===== config.mk =====
export PLATFORM = sky130hd
export DESIGN_NAME = counter_32_seq_flat
export DESIGN_NICKNAME = d
export VERILOG_FILES = /design/src/rtl/counter_32_seq_if.sv /design/src/rtl/counter_32_seq.sv /design/src/flat_wrapper.sv
export SDC_FILE = /design/constraint.sdc
export NUM_CORES = 1
export LEC_CHECK = 0
export CAP_MARGIN = 20
export CORE_AREA = 2 2 89 113
export CTS_BUF_LIST = sky130_fd_sc_hd__clkbuf_4
export DETAILED_ROUTE_END_ITERATION = 6
export DIE_AREA = 0 0 91 115
export PLACE_DENSITY = 0.75
export SKIP_LAST_GASP = 1
export SYNTH_ARGS = -nofsm -noshare
export SYNTH_HDL_FRONTEND = slang
export SYNTH_SLANG_ARGS = --single-unit

===== constraint.sdc =====
create_clock -name clk -period 6.2 [get_ports clk]
set_input_delay 1.24 -clock clk [delete_from_list [all_inputs] [get_ports clk]]
set_output_delay 1.24 -clock clk [all_outputs]
set_load 0.01 [all_outputs]

===== src/rtl/counter_32_seq_if.sv =====
// Command/status channel between a command source and the counter sequencer.
// The master issues commands and sees completion status; the sequencer is the slave.
interface counter_32_seq_if #(
    parameter int WIDTH = 32
);
    logic             cmd_valid;
    logic             cmd_ready;
    logic [1:0]       cmd_op;
    logic [WIDTH-1:0] cmd_arg;
    logic             cmd_abort;
    logic             done;
    logic             done_wrap;
    logic             done_abort;

    modport master (
        output cmd_valid, cmd_op, cmd_arg, cmd_abort,
        input  cmd_ready, done, done_wrap, done_abort
    );

    modport slave (
        input  cmd_valid, cmd_op, cmd_arg, cmd_abort,
        output cmd_ready, done, done_wrap, done_abort
    );
endinterface


===== src/rtl/counter_32_seq.sv =====
// Command sequencer for a loadable up/down counter: runs LOAD, UP N, DOWN N and
// HOLD N commands, freezing the counter by reloading its own value otherwise.
module counter_32_seq #(
    parameter int WIDTH = 32
) (
    input  logic             clk,
    input  logic             rst,
    counter_32_seq_if.slave  cmd,
    input  logic [WIDTH-1:0] cnt_q,
    output logic             cnt_load,
    output logic             cnt_mode,
    output logic [WIDTH-1:0] cnt_data
);
    typedef enum logic [1:0] {ST_IDLE, ST_LOAD, ST_RUN} state_e;

    localparam logic [1:0]       OP_LOAD  = 2'b00;
    localparam logic [1:0]       OP_UP    = 2'b01;
    localparam logic [1:0]       OP_DOWN  = 2'b10;
    localparam logic [WIDTH-1:0] ONE      = WIDTH'(1);
    localparam logic [WIDTH-1:0] ZERO     = '0;
    localparam logic [WIDTH-1:0] ALL_ONES = '1;

    state_e           state_q, state_d;
    logic [1:0]       op_q, op_d;
    logic [WIDTH-1:0] arg_q, arg_d;
    logic [WIDTH-1:0] rem_q, rem_d;
    logic             wrap_q, wrap_d;
    logic             done_q, done_d;
    logic             done_wrap_q, done_wrap_d;
    logic             done_abort_q, done_abort_d;
    logic             step_wrap;

    assign cmd.cmd_ready  = (state_q == ST_IDLE);
    assign cmd.done       = done_q;
    assign cmd.done_wrap  = done_wrap_q;
    assign cmd.done_abort = done_abort_q;

    assign step_wrap = ((op_q == OP_UP)   && (cnt_q == ALL_ONES)) ||
                       ((op_q == OP_DOWN) && (cnt_q == ZERO));

    // Counter drive: reloading cnt_q is how the counter is frozen, including on abort.
    always_comb begin
        cnt_load = 1'b1;
        cnt_mode = 1'b0;
        cnt_data = cnt_q;
        if (!cmd.cmd_abort) begin
            if (state_q == ST_LOAD) begin
                cnt_data = arg_q;
            end else if (state_q == ST_RUN) begin
                if (op_q == OP_UP) begin
                    cnt_load = 1'b0;
                    cnt_mode = 1'b1;
                end else if (op_q == OP_DOWN) begin
                    cnt_load = 1'b0;
                end
            end
        end
    end

    always_comb begin
        state_d      = state_q;
        op_d         = op_q;
        arg_d        = arg_q;
        rem_d        = rem_q;
        wrap_d       = wrap_q;
        done_d       = 1'b0;
        done_wrap_d  = 1'b0;
        done_abort_d = 1'b0;
        unique case (state_q)
            ST_IDLE: begin
                if (cmd.cmd_valid) begin
                    op_d   = cmd.cmd_op;
                    arg_d  = cmd.cmd_arg;
                    wrap_d = 1'b0;
                    if (cmd.cmd_op == OP_LOAD) begin
                        state_d = ST_LOAD;
                    end else if (cmd.cmd_arg != ZERO) begin
                        state_d = ST_RUN;
                        rem_d   = cmd.cmd_arg;
                    end else begin
                        done_d = 1'b1;
                    end
                end
            end
            ST_LOAD: begin
                state_d = ST_IDLE;
                done_d  = 1'b1;
                if (cmd.cmd_abort) begin
                    done_abort_d = 1'b1;
                    done_wrap_d  = wrap_q;
                end
            end
            ST_RUN: begin
                if (cmd.cmd_abort) begin
                    state_d      = ST_IDLE;
                    done_d       = 1'b1;
                    done_abort_d = 1'b1;
                    done_wrap_d  = wrap_q;
                end else begin
                    wrap_d = wrap_q | step_wrap;
                    rem_d  = rem_q - ONE;
                    // The last step's own wrap must reach done_wrap in the same pulse.
                    if (rem_q == ONE) begin
                        state_d     = ST_IDLE;
                        done_d      = 1'b1;
                        done_wrap_d = wrap_q | step_wrap;
                    end
                end
            end
            default: state_d = ST_IDLE;
        endcase
    end

    always_ff @(posedge clk or posedge rst) begin
        if (rst) begin
            state_q      <= ST_IDLE;
            op_q         <= OP_LOAD;
            arg_q        <= '0;
            rem_q        <= '0;
            wrap_q       <= 1'b0;
            done_q       <= 1'b0;
            done_wrap_q  <= 1'b0;
            done_abort_q <= 1'b0;
        end else begin
            state_q      <= state_d;
            op_q         <= op_d;
            arg_q        <= arg_d;
            rem_q        <= rem_d;
            wrap_q       <= wrap_d;
            done_q       <= done_d;
            done_wrap_q  <= done_wrap_d;
            done_abort_q <= done_abort_d;
        end
    end
endmodule


===== src/flat_wrapper.sv =====
// flat-port wrapper written by rule: the top's interface ports become plain ports
module counter_32_seq_flat 
#(
    parameter int WIDTH = 32
)
  (clk, rst, cnt_q, cnt_load, cnt_mode, cnt_data, cmd_cmd_valid, cmd_cmd_op, cmd_cmd_arg, cmd_cmd_abort, cmd_cmd_ready, cmd_done, cmd_done_wrap, cmd_done_abort);
  counter_32_seq_if #(.WIDTH(WIDTH)) cmd_i ();
  input  logic clk;
  input  logic rst;
  input  logic [WIDTH-1:0] cnt_q;
  output logic cnt_load;
  output logic cnt_mode;
  output logic [WIDTH-1:0] cnt_data;
  input wire logic [$bits(cmd_i.cmd_valid)-1:0] cmd_cmd_valid;
  input wire logic [$bits(cmd_i.cmd_op)-1:0] cmd_cmd_op;
  input wire logic [$bits(cmd_i.cmd_arg)-1:0] cmd_cmd_arg;
  input wire logic [$bits(cmd_i.cmd_abort)-1:0] cmd_cmd_abort;
  output wire logic [$bits(cmd_i.cmd_ready)-1:0] cmd_cmd_ready;
  output wire logic [$bits(cmd_i.done)-1:0] cmd_done;
  output wire logic [$bits(cmd_i.done_wrap)-1:0] cmd_done_wrap;
  output wire logic [$bits(cmd_i.done_abort)-1:0] cmd_done_abort;
  assign cmd_i.cmd_valid = cmd_cmd_valid;
  assign cmd_i.cmd_op = cmd_cmd_op;
  assign cmd_i.cmd_arg = cmd_cmd_arg;
  assign cmd_i.cmd_abort = cmd_cmd_abort;
  assign cmd_cmd_ready = cmd_i.cmd_ready;
  assign cmd_done = cmd_i.done;
  assign cmd_done_wrap = cmd_i.done_wrap;
  assign cmd_done_abort = cmd_i.done_abort;
  counter_32_seq #(.WIDTH(WIDTH)) u_core (.clk(clk), .rst(rst), .cmd(cmd_i), .cnt_q(cnt_q), .cnt_load(cnt_load), .cnt_mode(cnt_mode), .cnt_data(cnt_data));
endmodule

Word level (Yosys, flattened, before mapping)
Cells that the tools add are included.
{"block": "word_totals", "reg_bits": 72, "in_bits": 70}
{"block": "classes", "add_sub_neg": 1, "n_eq_ne": 12, "n_mux": 37, "bitwise_logic": 1, "reduce_logical": 13}
{"operator": "2-to-1 mux 32 bit", "count": 6}
{"operator": "one-hot mux 32 bit (2 select lines)", "count": 1}
{"operator": "== test 32 x 1 -> 1 bit, second input constant", "count": 1}
{"operator": "== test 32 bit, second input constant", "count": 1}
{"operator": "logical NOT 32 bit", "count": 1}
{"operator": "nonzero test 32 bit", "count": 1}
{"operator": "subtractor 32 x 1 -> 32 bit, second input constant", "count": 1}
{"operator": "2-to-1 mux 1 bit", "count": 21}
{"operator": "2-to-1 mux 2 bit", "count": 5}
{"operator": "!= test 2 bit, second input constant", "count": 3}
{"operator": "AND reduction 3 bit", "count": 2}
{"operator": "AND reduction 5 bit", "count": 1}
{"operator": "== test 2 x 1 -> 1 bit, second input constant", "count": 2}
{"operator": "== test 2 bit, second input constant", "count": 2}
{"operator": "logical NOT 2 bit", "count": 2}
{"operator": "one-hot mux 1 bit (2 select lines)", "count": 2}
{"operator": "one-hot mux 2 bit (2 select lines)", "count": 1}
{"operator": "!= test 3 x 1 -> 1 bit, second input constant", "count": 1}
{"operator": "!= test 3 bit, second input constant", "count": 1}
{"operator": "one-hot mux 1 bit (3 select lines)", "count": 1}
{"operator": "logical AND 1 bit", "count": 2}
{"operator": "!= test 2 x 1 -> 1 bit, second input constant", "count": 1}
{"operator": "AND reduction 2 bit", "count": 1}
{"operator": "nonzero test 2 bit", "count": 1}
{"operator": "other kinds (3)", "count": 3}

Logic depth before layout (Yosys ltp)
Gate-level depths: netlist of the first run.
{"block": "logic_depth", "depth_word": 7, "depth_mapped": 11}

Least setup slack after synthesis of the first run
Ideal clock, no wire load.
{"block": "synth_timing", "kind": "input to output", "startpoint": "input cmd_cmd_abort", "endpoint": "output cnt_data[10]", "arrival_ns": 2.240, "setup_slack_ns": 2.720, "path_stages": 4, "n_path_buf": 2, "path_cell_list": "nand2b_1 clkbuf_1 buf_1 mux2_2"}
{"block": "synth_via", "elab_chain_cells": 1}
{"item": "from (decl)", "line": "flat_wrapper.sv:17", "rtl": "input wire logic [$bits(cmd_i.cmd_abort)-1:0] cmd_cmd_abort;"}
{"item": "2-to-1 mux 32 bit", "line": "counter_32_seq.sv:46", "rtl": "if (!cmd.cmd_abort) begin"}
{"item": "to (decl)", "line": "flat_wrapper.sv:13", "rtl": "output logic [WIDTH-1:0] cnt_data;"}
Every way passes these cells.

Worst setup path after layout of the first run
Ends and elaborated chain as after synthesis.

==> results.cfg, run 1 <==
[run_status]
outcome = complete, no violations

[clocking]
post_cts_buffers = 0
path_clk_slew_ns = 0.10
clk_path_buf_depth = 2
htree_levels = 3
clk_latency_ns = 0.43
hold_buffers = 0
cts_tree = done
cts.sinks = 72
cts-root-buf = clkbuf_4
cts-resized-gates = 0
cts_buffers = 9

[global_routing]
grt_first_pass_wirelength_um = 20300
track_usage = 0.246
grt_max_degree = 73
grt_pass1_vias = 3963
grt_overflow = 0
antenna_found_initial = 1

[die]
die_w_um = 91
coreArea_um2 = 9410
start_util = 0.468
dieArea_um2 = 10500
num_rows = 40
die_y_um = 115
io_pins = 108

[logic_synthesis]
synth-seq-area-share = 0.409
netlist_instances = 449
syn_nets = 527
ys_ff_latch = 72
synth_edf_count = 0
syn_area_per_cell_um2 = 9.81
synth_warnings = 0
synth_top_area_share = 0.409
synth_ff_type = dfrtp_1
synthArstFlopShare = 1.00
synth_cell_types = 58
ys_top_cells_by_area = dfrtp_1, mux2_2, nor4_1, nand2_1, a21oi_1
synth_top_cell_by_area = dfrtp_1
syn-cell-area_um2 = 4410

[critical_path]
crit_required_ns = 4.96
worst-endpoint-arrival_ns = 3.52
worst_path_max_delay_cell = clkdlybuf4s50_1
cp_slowest_stage_delay_ns = 0.53
crit_top_cell = clkdlybuf4s50_1
worstSetupEndpointType = output port
startpoint_type = primary input
rrSetupSlack_ns = 2.92
cp_cell_sequence = clkdlybuf4s50_1 -> nand2b_1 -> buf_4 -> mux2_2 -> clkdlybuf4s50_1
critPathKind = primary input to output port
crit_fanout = 20

[sta]
fmax_ghz = 0.210
hold_violations = 0
min_period_ns = 4.76
finalSetupViolCount = 0
maxSlewViolCount = 0
tightest_slew_ns = 0.929
finalCritPeriodShare = 0.768
fin_worst_skew_ns = 0.0214
rsz0062_at_grt = no
relSlewSlack = 0.380
tns_ns = 0

[layout]
layout_commonest_cell = clkdlybuf4s50_1
area_growth_pct = 28.6
final_layout_size_suffix_gt1_frac = 0.173
fin_cells = 677
fin_nets = 626
fin_area_um2 = 5670
final_cell_mix = clkdlybuf4s50_1, dfrtp_1, mux2_2, nand2_1, nor2_1

[routing]
first_pass_iters = 4
vias = 4093
viasPerCell = 6.05
wl_per_cell_um = 18.8
antenna_left = 0
wl_um = 12700
detail_route.iter0.violations = 233
drc_errors = 0

[power_and_ir_drop]
vdd_drop_max_mv = 0.146
pwr_density_cell_nw_per_um2 = 391
leakage_nw = 2.16

[placed_design]
placed_cells = 663
io_buffers = 107
place_area_um2 = 5580
routabilityCongestion = 0.897
dp_hpwl_um = 9580

[worst_hold_path]
hp-class = register to register

[flow_run]
drv_cap = 0
[logic make-up (layout without fill, tap and decap cells)]
kind of cell	count (synthesis)	after routing	share of synthesized area
simple gates	168	168	0.216
compound gates	99	99	0.151
flops	72	72	0.409
mux	65	65	0.166
buf+inv	37	138	0.0352
fa+ha+maj	8	8	0.0227
other cells	0	1	0
[worst max-delay path: cells and delay by family]
| kind | cells | cell delay, ns |
|---|---|---|
| buffers and inverters | 3 | 1.39 |
| and+or+nand+nor | 1 | 0.49 |
| muxes | 1 | 0.39 |
[flip-flops by register name, summed over array words and instances (netlist names)]
signal	flops
u_core.rem_q	32
u_core.op_q	2
u_core.state_q	2
u_core.arg_q	32
u_core.wrap_q	1
u_core.cmd.done	1
u_core.cmd.done_abort	1
u_core.cmd.done_wrap	1
[stage by stage]
step | worst slack [ns] | utilization | hold WS (ns) | power [W]
after floorplan | 2.72 | - | 0.446 | 0.00165
after global placement | 1.52 | 0.593 | 0.481 | 0.00194
after detailed placement | 1.47 | 0.593 | 0.488 | 0.00199
after CTS | 1.45 | 0.602 | 0.512 | 0.00222
after global routing | 1.31 | 0.602 | 0.527 | 0.00238
final | 1.44 | 0.602 | 0.509 | 0.00221
[metal layers]
metal	vias to the layer above	global-route usage	share of wire	routed length, um
met2	126	0.419	0.50	6410
met1	2014	0.305	0.42	5330
met4	0	0.108	0.027	348
met3	24	0.0511	0.049	620
li1	1929	-	-	-
met5	-	0	0	0
[cell type report]
| cell class | instances | area, um^2 |
|---|---|---|
| repair buffers | 114 | 1120 |
| inverters | 11 | 41.3 |
| fillers | 844 | 3740 |
| clock buffers | 10 | 75.1 |
| clock inverters | 3 | 12.5 |
| well taps | 126 | 158 |
| flip-flops and latches | 72 | 1800 |
| multi-input cells | 340 | 2450 |
| diodes | 1 | 2.50 |
[synthesized netlist by cell type (3+ instances only)]
cell type,number
dfrtp_1,72
mux2_2,65
nand2_1,36
nor2_1,25
a21oi_1,23
nor4_1,23
o21ai_0,18
clkbuf_1,15
nand4_1,13
nor3_1,12
inv_1,11
nand3_1,10
a2bb2oi_1,9
ha_1,8
o22ai_1,8
or3_1,8
buf_2,7
or4_1,6
nand2b_1,5
a211o_1,4
a31oi_1,4
and3_1,4
nor4b_1,4
o211ai_1,4
a211oi_1,3
a22oi_1,3
buf_1,3
o22a_1,3
o32ai_1,3
[power by group]
part           switching, W  internal, W
Combinational      0.000543     0.000519
Sequential         0.000214     0.000704
Clock              0.000155    0.0000774
Total              0.000912      0.00130
[worst paths after layout]
kind,start,depth (start not counted),to
max in group asynchronous,rst,3,u_core.rem_q[27]
hold / removal,u_core.arg_q[2],2,u_core.arg_q[2]
setup reg to reg,u_core.state_q[0],9,u_core.rem_q[29]
min in group asynchronous,rst,3,u_core.arg_q[13]
hold reg to reg,u_core.arg_q[2],2,u_core.arg_q[2]
setup / recovery,cmd_cmd_abort,5,cnt_data[10]
No activity file was read; power rests on OpenSTA's default activity.
==> run 2, diff against run 1 <==
Clock period 6.2 ns to 4.9 ns, I/O delays scaled along.
==> run 2 against run 1 <==
  * Global-route usage is 1.9 points higher
  * Worst setup slack got worse by 0.34 ns
  * Critical endpoint unchanged
  * Non-clock buffer count is 4 higher
==> results.cfg, run 2 (same netlist as run 1, synthesis figures left out) <==
[clocking]
clk_latency_ns = 0.45
cts-root-buf = clkbuf_4
post_cts_buffers = 0
hold_buffers = 0
path_clk_slew_ns = 0.13
htree_levels = 3
clk_path_buf_depth = 2
cts-resized-gates = 0
cts_tree = done
cts_buffers = 9
cts.sinks = 72

[critical_path]
critPathKind = primary input to output port
crit_required_ns = 3.92
cp_slowest_stage_delay_ns = 0.56
worst-endpoint-arrival_ns = 2.83
rrSetupSlack_ns = 1.87
cp_cell_sequence = clkdlybuf4s50_1 -> nand2b_1 -> buf_4 -> mux2_2 -> clkdlybuf4s50_1
crit_top_cell = clkdlybuf4s50_1
rr_endpoint = u_core.rem_q[24]
r2r-start = u_core.state_q[0]
crit_fanout = 18
path_buf_inv = 3
r2r_cells = 9
worst_path_max_delay_cell = clkdlybuf4s50_1
worstSetupEndpointType = output port
critical-path-top-delay-family = buffers and inverters
startpoint_type = primary input

[die]
die_w_um = 91
coreArea_um2 = 9410
start_util = 0.468
die_y_um = 115
num_rows = 40
io_pins = 108
dieArea_um2 = 10500

[global_routing]
antenna_found_initial = 0
track_usage = 0.266
grt_overflow = 0
grt_first_pass_wirelength_um = 21700
grt_pass1_vias = 4200
grt_max_degree = 67

[routing]
drc_errors = 0
viasPerCell = 6.19
wl_um = 13500
vias = 4226
first_pass_iters = 7
antenna_left = 0
wl_per_cell_um = 19.8
detail_route.iter0.violations = 268

[sta]
maxSlewViolCount = 0
finalSetupViolCount = 0
finalCritPeriodShare = 0.777
tightest_slew_ns = 0.861
hold_ws_ns = 0.518
fmax_ghz = 0.263
relSlewSlack = 0.424
rsz0062_at_grt = no
hold_violations = 0
tns_ns = 0
min_period_ns = 3.81
fin_worst_skew_ns = 0.0299

[run_status]
outcome = complete, no violations

[placed_design]
routabilityCongestion = 0.904
placed_cells = 666
io_buffers = 107
place_area_um2 = 5600
dp_hpwl_um = 10200

[layout]
layout_commonest_cell = clkdlybuf4s50_1
fin_nets = 630
final_cell_mix = clkdlybuf4s50_1, dfrtp_1, mux2_2, nand2_1, nor2_1
fill_cells = 834
reg_top3 = u_core.arg_q: 32 flops, u_core.rem_q: 32 flops
final_layout_size_suffix_gt1_frac = 0.185
area_growth_pct = 31.2
fin_area_um2 = 5780
fin_cells = 683
num_antenna_cells = 0

[power_and_ir_drop]
internal-power_w = 0.00177
power_frac_clock = 0.146
leakage_nw = 2.21
p_comb_frac = 0.462
power.switching_w = 0.00124
power_frac_seq = 0.391
vdd_drop_max_mv = 0.231
pwr_density_cell_nw_per_um2 = 521
total_power_w = 0.00301
swShare = 0.411

[worst_hold_path]
hp-start = u_core.arg_q[11]
holdPathEnd = u_core.arg_q[11]
whs_path_depth = 1
hp-class = register to register

[flow_run]
drv_cap = 0
-- run 2: per-layer routing --
layer	up-vias	track usage	wire, um
met5	-	0	0
met4	0	0.118	284
met3	28	0.0367	809
met2	182	0.467	6910
met1	2091	0.327	5510
li1	1925	-	-
-- run 2: worst reg2reg max path: stages, from the launching register on --
cell     delay, ns
dfrtp_1       0.45
inv_1         0.13
ha_1          0.36
nor4b_1       0.28
nand2_1       0.12
or4_1         0.58
and2_0        0.39
buf_4         0.30
o21a_1        0.13
o22a_1        0.16
-- run 2: area by class of cell --
type                    instances  area (um^2)  area share
repair buffers                118         1170       0.202
multi-input cells             340         2450       0.424
clock buffers                   9         67.6      0.0117
well taps                     126          158      0.0273
inverters                      11         41.3     0.00714
flip-flops and latches         72         1800       0.312
clock inverters                 7         95.1      0.0165
-- run 2: worst max-delay path by stage --
stage                  start            to  depth (start not counted)
2_1_floorplan  cmd_cmd_abort  cnt_data[10]                          4
6_report       cmd_cmd_abort  cnt_data[10]                          5
3_3_place_gp   cmd_cmd_abort   cnt_data[7]                          5
5_1_grt        cmd_cmd_abort   cnt_data[7]                          5
4_1_cts        cmd_cmd_abort  cnt_data[10]                          5
3_5_place_dp   cmd_cmd_abort  cnt_data[10]                          5
-- run 2: metrics by stage --
| stage | setup WS, ns | utilization |
|---|---|---|
| floorplan | 1.94 | - |
| global placement | 1.13 | 0.595 |
| detailed placement | 1.11 | 0.595 |
| CTS | 1.09 | 0.612 |
| global route | 1.04 | 0.614 |
| finish | 1.09 | 0.614 |
-- run 2: power groups by stage --
stage | clock [W] | sequential, W | combinational, W
2_1_floorplan | 0 | 0.00108 | 0.00101
3_3_place_gp | 0 | 0.00116 | 0.00132
3_5_place_dp | 0 | 0.00118 | 0.00138
4_1_cts | 0.000445 | 0.00116 | 0.00138
5_1_grt | 0.000465 | 0.00121 | 0.00154
6_report | 0.000440 | 0.00118 | 0.00139
==> run 3, diff against run 2 <==
Clock period 4.9 ns to 3.85 ns, I/O delays scaled along.
==> run 3 against run 2 <==
  * Clock skew down 0.011 ns
  * Routed wire length shrank 3.8%
  * First-iteration DRC count rose by 19%
  * Power grew 23%
  * Die area stayed put
  * Sequential share of layout area rose by 0.22 points
  * Global-route usage fell by 0.81 points
  * Worst setup slack got worse by 0.61 ns
  * Register-to-register slack got worse by 0.78 ns
  * Clock power increased by 6.8%
  * Core utilization is 0.43 points lower
  * Count of clock-buffer cells in the layout increased by 2
  * Critical endpoint is now cnt_data[8]
==> results.cfg, run 3 (same netlist as run 1, synthesis figures left out) <==
[die]
start_util = 0.468
coreArea_um2 = 9410
die_w_um = 91
num_rows = 40
io_pins = 108
die_y_um = 115
dieArea_um2 = 10500

[routing]
drc_errors = 0
detail_route.iter0.violations = 318
viasPerCell = 5.98
first_pass_iters = 4
wl_per_cell_um = 19.1
vias = 4076
wl_um = 13000
antenna_left = 0

[layout]
layout_commonest_cell = clkdlybuf4s50_1
final_cell_mix = clkdlybuf4s50_1, dfrtp_1, mux2_2, nand2_1, nor2_1
final_layout_size_suffix_gt1_frac = 0.182
reg_top3 = u_core.arg_q: 32 flops, u_core.rem_q: 32 flops
fin_area_um2 = 5740
utilization = 0.610
fin_nets = 629
fill_cells = 837
num_antenna_cells = 0
area_growth_pct = 30.3

[critical_path]
critPathKind = primary input to output port
rr_endpoint = u_core.rem_q[7]
worst_path_max_delay_cell = clkdlybuf4s50_1
critical-path-top-delay-family = buffers and inverters
r2r_cells = 9
rrSetupSlack_ns = 1.09
startpoint_type = primary input
worstSetupEndpointType = output port
crit_top_cell = clkdlybuf4s50_1
crit_required_ns = 3.08
cp_slowest_stage_delay_ns = 0.53
cp_cell_sequence = clkdlybuf4s50_1 -> nand2b_1 -> buf_4 -> mux2_2 -> clkdlybuf4s50_1
r2r-start = u_core.state_q[0]
worst-endpoint-arrival_ns = 2.59
path_buf_inv = 3
crit_fanout = 20

[global_routing]
grt_first_pass_wirelength_um = 21200
track_usage = 0.257
grt_pass1_vias = 4074
grt_overflow = 0
grt_max_degree = 66
antenna_found_initial = 0

[sta]
maxSlewViolCount = 0
min_period_ns = 3.36
relSlewSlack = 0.506
fmax_ghz = 0.297
tightest_slew_ns = 0.740
finalSetupViolCount = 0
finalCritPeriodShare = 0.873
tns_ns = 0
hold_violations = 0
rsz0062_at_grt = no
hold_ws_ns = 0.506
fin_worst_skew_ns = 0.0191

[clocking]
cts_buffers = 9
post_cts_buffers = 0
hold_buffers = 0
clk_path_buf_depth = 2
cts.sinks = 72
cts-resized-gates = 0
clk_latency_ns = 0.43
cts-root-buf = clkbuf_4
cts_tree = done
path_clk_slew_ns = 0.11
htree_levels = 3

[power_and_ir_drop]
leakage_nw = 2.20
pwr_density_cell_nw_per_um2 = 646
vdd_drop_max_mv = 0.322

[flow_run]
drv_cap = 0

[worst_hold_path]
hp-class = register to register
whs_path_depth = 2
hp-start = u_core.arg_q[2]
holdPathEnd = u_core.arg_q[2]

[placed_design]
dp_hpwl_um = 9910
place_area_um2 = 5610
io_buffers = 107
routabilityCongestion = 0.869

[run_status]
outcome = complete, no violations
==> run 3: cell count changes in the layout (fill, tap and decap cells not counted) <==
cell,before,now
clkinvlp_4,3,0
clkbuf_4,9,11
clkinv_2,0,2
buf_4,10,9
bufinv_16,2,1
clkinv_1,1,2
inv_6,1,0
==> run 3: routing by layer <==
layer / vias to the layer above / wire length, um / track usage
met4: 0 / 186 / 0.0848
met5: - / 0 / 0
met3: 12 / 735 / 0.0531
li1: 1928 / - / -
met2: 125 / 6700 / 0.452
met1: 2011 / 5380 / 0.318
==> run 3: how the worst max path moves through the flow <==
stage	endpoint	cells past startpoint	start	slack (ns)
after CTS	cnt_data[8]	5	cmd_cmd_abort	0.48
after global routing	cnt_data[8]	5	cmd_cmd_abort	0.43
final	cnt_data[8]	5	cmd_cmd_abort	0.49
after floorplan	u_core.rem_q[15]	8	cmd_cmd_arg[23]	1.25
after global placement	u_core.rem_q[24]	8	cmd_cmd_arg[3]	0.55
after detailed placement	u_core.rem_q[6]	8	cmd_cmd_arg[3]	0.48
==> run 3: worst register-to-register path: stages, from the launching register on <==
cell and delay (ns):
dfrtp_1 0.44, inv_1 0.12, ha_1 0.33, nor4b_1 0.25, nand2_1 0.09, or4_1 0.58, and2_0 0.26, buf_4 0.24
a31oi_1 0.21, nand3_1 0.10
==> run 3: layout make-up <==
cell class	instances	area, um^2	area share
Inverter	11	41.3	0.00719
Sequential cell	72	1800	0.314
Timing Repair Buffer	117	1160	0.202
Tap cell	126	158	0.0275
Clock buffer	11	82.6	0.0144
Clock inverter	5	47.5	0.00828
Multi-Input combinational cell	340	2450	0.427
==> run 3: metrics by stage <==
| stage | std cells | total power [W] | worst slack (ns) |
|---|---|---|---|
| final | 682 | 0.00371 | 0.488 |
| after global routing | 682 | 0.00400 | 0.429 |
| after CTS | 682 | 0.00372 | 0.480 |
| after detailed placement | 666 | 0.00324 | 0.483 |
| after global placement | 666 | 0.00317 | 0.546 |
| after floorplan | 449 | 0.00265 | 1.25 |
==> run 3: report_power, final <==
part | switching [W] | total, W | internal (W)
logic | 0.000893 | 0.00175 | 0.000861
clock network | 0.000263 | 0.000470 | 0.000207
registers | 0.000353 | 0.00149 | 0.00113
